`config.mk`:
```
export PLATFORM = sky130hd
export DESIGN_NAME = add32_seq
export DESIGN_NICKNAME = d
export VERILOG_FILES = /design/src/rtl/add32_seq_pkg.sv /design/src/rtl/cla_16_bits.sv /design/src/rtl/add32_seq.sv
export SDC_FILE = /design/constraint.sdc
export NUM_CORES = 1
export LEC_CHECK = 0
export BUFFER_PORTS_ARGS = -buffer_cell sky130_fd_sc_hd__buf_2
export CELL_PAD_IN_SITES_DETAIL_PLACEMENT = 0
export CELL_PAD_IN_SITES_GLOBAL_PLACEMENT = 1
export CORE_MARGIN = 2
export CORE_UTILIZATION = 40
export DETAILED_ROUTE_END_ITERATION = 8
export PLACE_DENSITY = 0.84
export SYNTH_ARGS = -nofsm -noshare
export SYNTH_HDL_FRONTEND = slang
export SYNTH_SLANG_ARGS = --single-unit
export TNS_END_PERCENT = 50
```
`constraint.sdc`:
```
create_clock -name clock -period 5.3 [get_ports clock]
set_clock_uncertainty 0.05 [all_clocks]
set_input_delay 0.53 -clock clock [delete_from_list [all_inputs] [get_ports clock]]
set_output_delay 0.53 -clock clock [all_outputs]
set_load 0.03 [all_outputs]
```
`src/rtl/add32_seq_pkg.sv`:
```
// Shared ALU definitions for the two-pass 32-bit adder: datapath widths and FSM state encoding.
package add32_seq_pkg;

  localparam int unsigned DataW = 32;
  localparam int unsigned HalfW = DataW / 2;

  typedef enum logic [1:0] {
    StIdle = 2'd0,
    StLow  = 2'd1,
    StHigh = 2'd2,
    StDone = 2'd3
  } state_e;

endpackage

```
`src/rtl/cla_16_bits.sv`:
```
// 16-bit carry-lookahead adder: four 4-bit lookahead groups joined by a second-level
// lookahead unit, so no carry ripples across more than one group.
module cla_16_bits (
  input  logic [15:0] a_i,
  input  logic [15:0] b_i,
  input  logic        cin_i,
  output logic [15:0] sum_o,
  output logic        cout_o
);

  logic [15:0] g;
  logic [15:0] p;
  logic [15:0] c;
  logic [3:0]  gg;
  logic [3:0]  pg;
  logic [4:0]  gc;

  always_comb begin
    g = a_i & b_i;
    p = a_i ^ b_i;

    for (int j = 0; j < 4; j++) begin
      gg[j] = g[4*j+3]
            | p[4*j+3] & g[4*j+2]
            | p[4*j+3] & p[4*j+2] & g[4*j+1]
            | p[4*j+3] & p[4*j+2] & p[4*j+1] & g[4*j];
      pg[j] = &p[4*j +: 4];
    end

    gc[0] = cin_i;
    gc[1] = gg[0] | pg[0] & cin_i;
    gc[2] = gg[1] | pg[1] & gg[0] | pg[1] & pg[0] & cin_i;
    gc[3] = gg[2] | pg[2] & gg[1] | pg[2] & pg[1] & gg[0] | pg[2] & pg[1] & pg[0] & cin_i;
    gc[4] = gg[3] | pg[3] & gg[2] | pg[3] & pg[2] & gg[1] | pg[3] & pg[2] & pg[1] & gg[0]
          | (&pg) & cin_i;

    // Bit carries inside each group are expanded from the group carry-in.
    for (int j = 0; j < 4; j++) begin
      c[4*j]   = gc[j];
      c[4*j+1] = g[4*j] | p[4*j] & gc[j];
      c[4*j+2] = g[4*j+1] | p[4*j+1] & g[4*j] | p[4*j+1] & p[4*j] & gc[j];
      c[4*j+3] = g[4*j+2] | p[4*j+2] & g[4*j+1] | p[4*j+2] & p[4*j+1] & g[4*j]
               | p[4*j+2] & p[4*j+1] & p[4*j] & gc[j];
    end

    sum_o  = p ^ c;
    cout_o = gc[4];
  end

endmodule

```
`src/rtl/add32_seq.sv`:
```
// 32-bit add/subtract with valid/ready handshakes, computed as two 16-bit passes through a
// single shared carry-lookahead adder (low half, then high half).
module add32_seq
  import add32_seq_pkg::*;
#(
  parameter bit ZERO_EN = 1'b1
) (
  input  logic             clock,
  input  logic             clear_n,
  input  logic             in_valid,
  output logic             in_ready,
  input  logic [DataW-1:0] op_a,
  input  logic [DataW-1:0] op_b,
  input  logic             sub,
  output logic             out_valid,
  input  logic             out_ready,
  output logic [DataW-1:0] result,
  output logic             carry,
  output logic             overflow,
  output logic             zero
);

  state_e             state_q, state_d;
  logic [DataW-1:0]   a_q, a_d;
  logic [DataW-1:0]   b_q, b_d;
  logic               cin_q, cin_d;
  logic [HalfW-1:0]   sum_lo_q, sum_lo_d;
  logic               c16_q, c16_d;
  logic [DataW-1:0]   result_q, result_d;
  logic               carry_q, carry_d;
  logic               overflow_q, overflow_d;
  logic               zero_q, zero_d;

  logic [HalfW-1:0]   add_a;
  logic [HalfW-1:0]   add_b;
  logic               add_cin;
  logic [HalfW-1:0]   add_sum;
  logic               add_cout;

  // Half-operand select: the upper halves are only used in the HIGH pass.
  always_comb begin
    if (state_q == StHigh) begin
      add_a   = a_q[DataW-1:HalfW];
      add_b   = b_q[DataW-1:HalfW];
      add_cin = c16_q;
    end else begin
      add_a   = a_q[HalfW-1:0];
      add_b   = b_q[HalfW-1:0];
      add_cin = cin_q;
    end
  end

  cla_16_bits u_cla (
    .a_i    (add_a),
    .b_i    (add_b),
    .cin_i  (add_cin),
    .sum_o  (add_sum),
    .cout_o (add_cout)
  );

  always_comb begin
    state_d    = state_q;
    a_d        = a_q;
    b_d        = b_q;
    cin_d      = cin_q;
    sum_lo_d   = sum_lo_q;
    c16_d      = c16_q;
    result_d   = result_q;
    carry_d    = carry_q;
    overflow_d = overflow_q;
    zero_d     = zero_q;

    unique case (state_q)
      StIdle: begin
        if (in_valid) begin
          a_d     = op_a;
          // Subtraction as A + ~B + 1.
          b_d     = op_b ^ {DataW{sub}};
          cin_d   = sub;
          state_d = StLow;
        end
      end
      StLow: begin
        sum_lo_d = add_sum;
        c16_d    = add_cout;
        state_d  = StHigh;
      end
      StHigh: begin
        result_d   = {add_sum, sum_lo_q};
        carry_d    = add_cout;
        overflow_d = (a_q[DataW-1] == b_q[DataW-1]) && (add_sum[HalfW-1] != a_q[DataW-1]);
        zero_d     = ZERO_EN && ~|{add_sum, sum_lo_q};
        state_d    = StDone;
      end
      StDone: begin
        if (out_ready) begin
          state_d = StIdle;
        end
      end
      default: state_d = StIdle;
    endcase
  end

  always_ff @(posedge clock or negedge clear_n) begin
    if (!clear_n) begin
      state_q    <= StIdle;
      a_q        <= '0;
      b_q        <= '0;
      cin_q      <= 1'b0;
      sum_lo_q   <= '0;
      c16_q      <= 1'b0;
      result_q   <= '0;
      carry_q    <= 1'b0;
      overflow_q <= 1'b0;
      zero_q     <= 1'b0;
    end else begin
      state_q    <= state_d;
      a_q        <= a_d;
      b_q        <= b_d;
      cin_q      <= cin_d;
      sum_lo_q   <= sum_lo_d;
      c16_q      <= c16_d;
      result_q   <= result_d;
      carry_q    <= carry_d;
      overflow_q <= overflow_d;
      zero_q     <= zero_d;
    end
  end

  // in_ready is gated by clear_n so it drops the moment reset is asserted.
  assign in_ready  = (state_q == StIdle) && clear_n;
  assign out_valid = (state_q == StDone);
  assign result    = result_q;
  assign carry     = carry_q;
  assign overflow  = overflow_q;
  assign zero      = zero_q;

endmodule

```
# [Word level (Yosys, flattened, before mapping)]
# Cells that the tools add are included.
[word_totals] output_inout_bits=37 regBits=119 input_bits=69
[classes] bitwise_logic=121 n_eq_ne=7 muxes=6 reduce_logical=12
[ops] cell="1-bit AND" n=71
[ops] cell="1-bit bitwise OR" n=46
[ops] cell="16-bit 2-to-1 mux" n=2
[ops] cell="32-bit OR reduction" n=1
[ops] cell="16-bit XOR" n=2
[ops] cell="32-bit XOR" n=1
[ops] cell="16-bit AND" n=1
[ops] cell="16-bit AND reduction" n=1
[ops] cell="4-bit AND reduction" n=4
[ops] cell="2-bit case mux with 4 select lines" n=1
[ops] cell="2-bit == test, second input constant" n=2
[ops] cell="2-bit 2-to-1 mux" n=2
[ops] cell="2-bit AND reduction" n=2
[ops] cell="2-bit by 1-bit == test with 1-bit output, second input constant" n=1
[ops] cell="1-bit logical AND" n=2
[ops] cell="2-bit zero test" n=1
[ops] cell="2-bit by 1-bit != test with 1-bit output, second input constant" n=1
[ops] cell="2-bit != test, second input constant" n=1
[ops] cell="1-bit == test" n=1
[ops] cell="1-bit zero test" n=1
[ops] cell="1-bit 2-to-1 mux" n=1
[ops] cell="1-bit != test" n=1

# [Longest topological paths before layout]
[depth] depth_word=16 depth_mapped=19 depth_no_buf=17

# [Modules after synthesis]
# Synthesis repeated with hierarchy kept, for this count alone.
[unflattened] cells_unflattened=480 hier_area_um2=5978.2
[modules_own_cells] mod="add32_seq" area_each_um2=5251.3 seq_area_each_um2=2977.9 n_inst=1 cells_each=388
[modules_own_cells] mod="cla_16_bits" area_each_um2=726.9 seq_area_each_um2=0.0 n_inst=1 cells_each=92

# [Worst setup path after synthesis]
# OpenSTA, ideal clock, no wires.
[synth_timing] path_kind="reg-to-reg" startpoint="register state_q[0]" endpoint="register zero_q, in the netlist zero" path_buffers=2 path_stages_with_launch=19 setup_ps=92 slack_ps=391 synth_period_minus_slack_ps=4909 arrival_ps=4767 required_time_ps=5158 path_cell_list="dfrtp_1 > inv_1 > ha_1 > clkbuf_1 > clkbuf_1 > mux2_2 > ha_1 > a21oi_1 > o21bai_1 > o21a_4 > or2_2 > fa_1 > nand4b_1 > nor4_1 > nand4_1 > or4_1 > nor2_1 > nand4bb_1 > o31ai_2"
[synth_between] word_cells_on_any_way=111 cone_classes="eq/ne: 1; mux: 3; bitwise: 102; reduce/logical: 5"
[synth_lines] item="start: declaration" line="add32_seq.sv:23" text="state_e state_q, state_d;"
[synth_lines] item="start signal: assignment" line="add32_seq.sv:106" text="state_q <= StIdle;"
[synth_lines] item="start signal: assignment" line="add32_seq.sv:117" text="state_q <= state_d;"
[synth_lines] item="2-bit == test *" line="add32_seq.sv:42" text="if (state_q == StHigh) begin"
[synth_lines] item="16-bit 2-to-1 mux" line="add32_seq.sv:42"
[synth_lines] item="16-bit XOR / 16-bit AND (equally long branches)" line="cla_16_bits.sv:20, cla_16_bits.sv:19"
[synth_lines] item="1-bit AND (on tied branches)" line="cla_16_bits.sv:24, cla_16_bits.sv:25, cla_16_bits.sv:26"
[synth_lines] item="1-bit bitwise OR (tied with other cells)" line="cla_16_bits.sv:24" text="| p[4*j+3] & g[4*j+2]"
[synth_lines] item="1-bit bitwise OR / 1-bit AND (equally long branches)" line="cla_16_bits.sv:25, cla_16_bits.sv:26"
[synth_lines] item="1-bit bitwise OR" line="cla_16_bits.sv:26" text="| p[4*j+3] & p[4*j+2] & p[4*j+1] & g[4*j];"
[synth_lines] item="1-bit AND" line="cla_16_bits.sv:32" text="gc[2] = gg[1] | pg[1] & gg[0] | pg[1] & pg[0] & cin_i;"
[synth_lines] item="1-bit bitwise OR (2 in series)" line="cla_16_bits.sv:32"
[synth_lines] item="16-bit XOR *" line="cla_16_bits.sv:46" text="sum_o = p ^ c;"
[synth_lines] item="via add_sum[8]" line="add32_seq.sv:37" text="logic [HalfW-1:0] add_sum;"
[synth_lines] item="32-bit OR reduction *" line="add32_seq.sv:92" text="zero_d = ZERO_EN && ~|{add_sum, sum_lo_q};"
[synth_lines] item="1-bit zero test *" line="add32_seq.sv:92"
[synth_lines] item="end signal: assignment" line="add32_seq.sv:126" text="zero_q <= zero_d;"
[synth_lines] item="end: declaration" line="add32_seq.sv:32" text="logic zero_q, zero_d;"
# Mark *: on every way through the listed nets, which the timed path passes. The rest lies on a longest branch.
# A chain may end at the register's enable or synchronous reset.

# [Final worst setup path]
# Ends and elaborated chain as after synthesis.

==> qor.yml <==
synth_area_leaders: "dfrtp_1 (50%), mux2_2 (20%), xnor2_1 (6.2%), ha_1 (4.4%), o21ai_0 (3.0%)"
hold_path_class: "in2async"
gp_congestion: 0.775
final_nets: 691
core_region_area_mm2: 0.0145
rrSetupSlack_ns: 0.51
initial_core_util: 0.408
worstPathArrival_ns: 5.07
cts_hold_buf: 0
netlist_instances: 493
clk_latency_ns: 0.42
grt_max_degree: 98
clock_sinks: 119
cts.clk_slew.worst_paths_ns: 0.05
synth_area_mm2: 0.00594
post_drt_wl_per_cell_um: 17.0
finalCritPeriodShare: 0.904
ys_ff_latch: 119
die_h_um: 126
yosysSeqAreaShare: 0.502
postPlaceCellArea_mm2: 0.00665
synth_area_per_cell_um2: 12.0
critPathCaptureType: "register"
cts_root_buf: "clkbuf_16"
synth.most_common_cell: "dfrtp_1"
drtAntennaViolNets: 0
yosys.area.top_type_share: 0.502
wl_mm: 13.4
viasPerCell: 5.04
worst_path_largest_cell_delay_ns: 0.50
fp.dieW_um: 126
synth.distinct_cells: 46
grt_pass1_wl_mm: 22.2
dp_hpwl_mm: 9.91
crit_type: "reg2reg"
rsz0062_at_grt: "false"
cap_violations: 0
cts_made_buffers: 17
drt_iter0_drc: 215
fin_area_mm2: 0.00718
first_pass_iters: 4
synth_fp_nets: 587
htreeDepth: 4
drive_gt1_frac: 0.414
cp_max_fo: 22
tritoncts: "yes"
fin_crit_ns: 4.79
first_global_vias: 4257
yosys_most_used_dff: "dfrtp_1"
route.detailed.drc: 0
grt_use_total: 0.180
status: "finished clean"
final-hold-violation-count: 0
port-buffer-count: 105
antenna_found_initial: 0
synth_edf_count: 0
vias: 3980
diodes: 0
worstSetupStartpointType: "register"
fmax_mhz: 209
yosysTopAreaCell: "dfrtp_1"
yosys_warnings: 0
slew_headroom: 0.341
worstMarginPinSlew_ns: 0.989
rows: 44
netlist_top_cells_count: "dfrtp_1 (119), mux2_2 (103), xnor2_1 (42)"
cts-resized-gates: 0
cts_setup_buffers: 0
area_growth_pct: 21.0
finalMaxSlewViolations: 0
cts.path.max_buffers: 2
io-pin-count: 106
globalRouteOverflowTotal: 0
cp.required_ns: 5.58
crit_chain: "inv_1, ha_4, mux2_2, ha_1, a21oi_1, o21bai_1, o21a_4, or2_2, fa_1, nand4b_1, nor4_1, nand4_1, or4_1, nor2_1, nand4bb_1, o31ai_2"
dieArea_mm2: 0.0158
finalSetupTns_ns: 0
setup_viol: 0
async_flop_share: 1.00
slowest_stage: "fa_1"
[through the flow]
stage	utilization	cells	hold slack, ns	setup WS [ns]
CTS	0.494	790	0.0895	0.514
global placement	0.458	762	0.412	0.647
floorplan	-	493	0.184	0.391
global route	0.494	790	0.111	0.113
finish	0.494	790	0.0615	0.509
detailed placement	0.458	762	0.418	0.496
[sequential cells by signal, summed over array words and instances, names as in the netlist]
register	flops
state_q	2
cin_q	1
b_q	32
a_q	32
carry	1
result	32
overflow	1
c16_q	1
sum_lo_q	16
zero	1
[routing by layer]
metal | vias up | GRT usage | wire [um]
li1 | 1924 | - | -
met1 | 1924 | 0.246 | 6240
met2 | 110 | 0.274 | 6110
met3 | 22 | 0.0459 | 762
met4 | 0 | 0.0769 | 301
met5 | - | 0 | 0
[critical path, delay by kind of cell, from the launching register on]
kind	cells	cell delay [ns]
AOI/OAI and AO/OA	4	0.93
buffers and inverters	1	0.17
muxes	1	0.38
DFF	1	0.40
and+or+nand+nor	7	1.52
adders and majority gates	3	1.23
[worst paths after layout]
path | start | endpoint | cells past startpoint
min in group clock | op_a[18] | a_q[18] | 2
setup reg to reg | state_q[0] | zero | 16
hold reg to reg | b_q[26] | b_q[26] | 2
setup / recovery | state_q[0] | zero | 16
max in group asynchronous | clear_n | b_q[1] | 2
hold / removal | clear_n | result[28] | 1
[kinds of logic after synthesis]
group | after synthesis | synth area share
AO/OA/AOI/OAI | 70 | 0.0774
XOR/XNOR | 43 | 0.0634
adder cells (fa/ha/maj) | 25 | 0.0578
buffers and inverters | 40 | 0.0253
flip-flops | 119 | 0.502
multiplexers | 109 | 0.206
AND/OR/NAND/NOR | 87 | 0.0683
[layout by cell type, fill, tap and decap left out, types with 16 or more instances in the layout]
| cell type | n |
|---|---|
| buf_2 | 104 |
| ha_1 | 20 |
| nor2_1 | 17 |
| nand2_1 | 40 |
| dfrtp_1 | 119 |
| a21oi_1 | 16 |
| xnor2_1 | 42 |
| o21ai_0 | 36 |
| mux2_2 | 103 |
| clkbuf_16 | 17 |
| inv_1 | 16 |
[final cells by class]
type	count	area, um^2
clock buffer	23	478
fill	1298	7350
multi-input combinational	334	2830
tap	184	230
sequential	119	2980
clock inverter	5	50.0
timing repair buffer	109	558
inverter	16	60.1
Power is not shown: default switching activity piles up to over one toggle a cycle in this logic, so the estimate is an artifact.
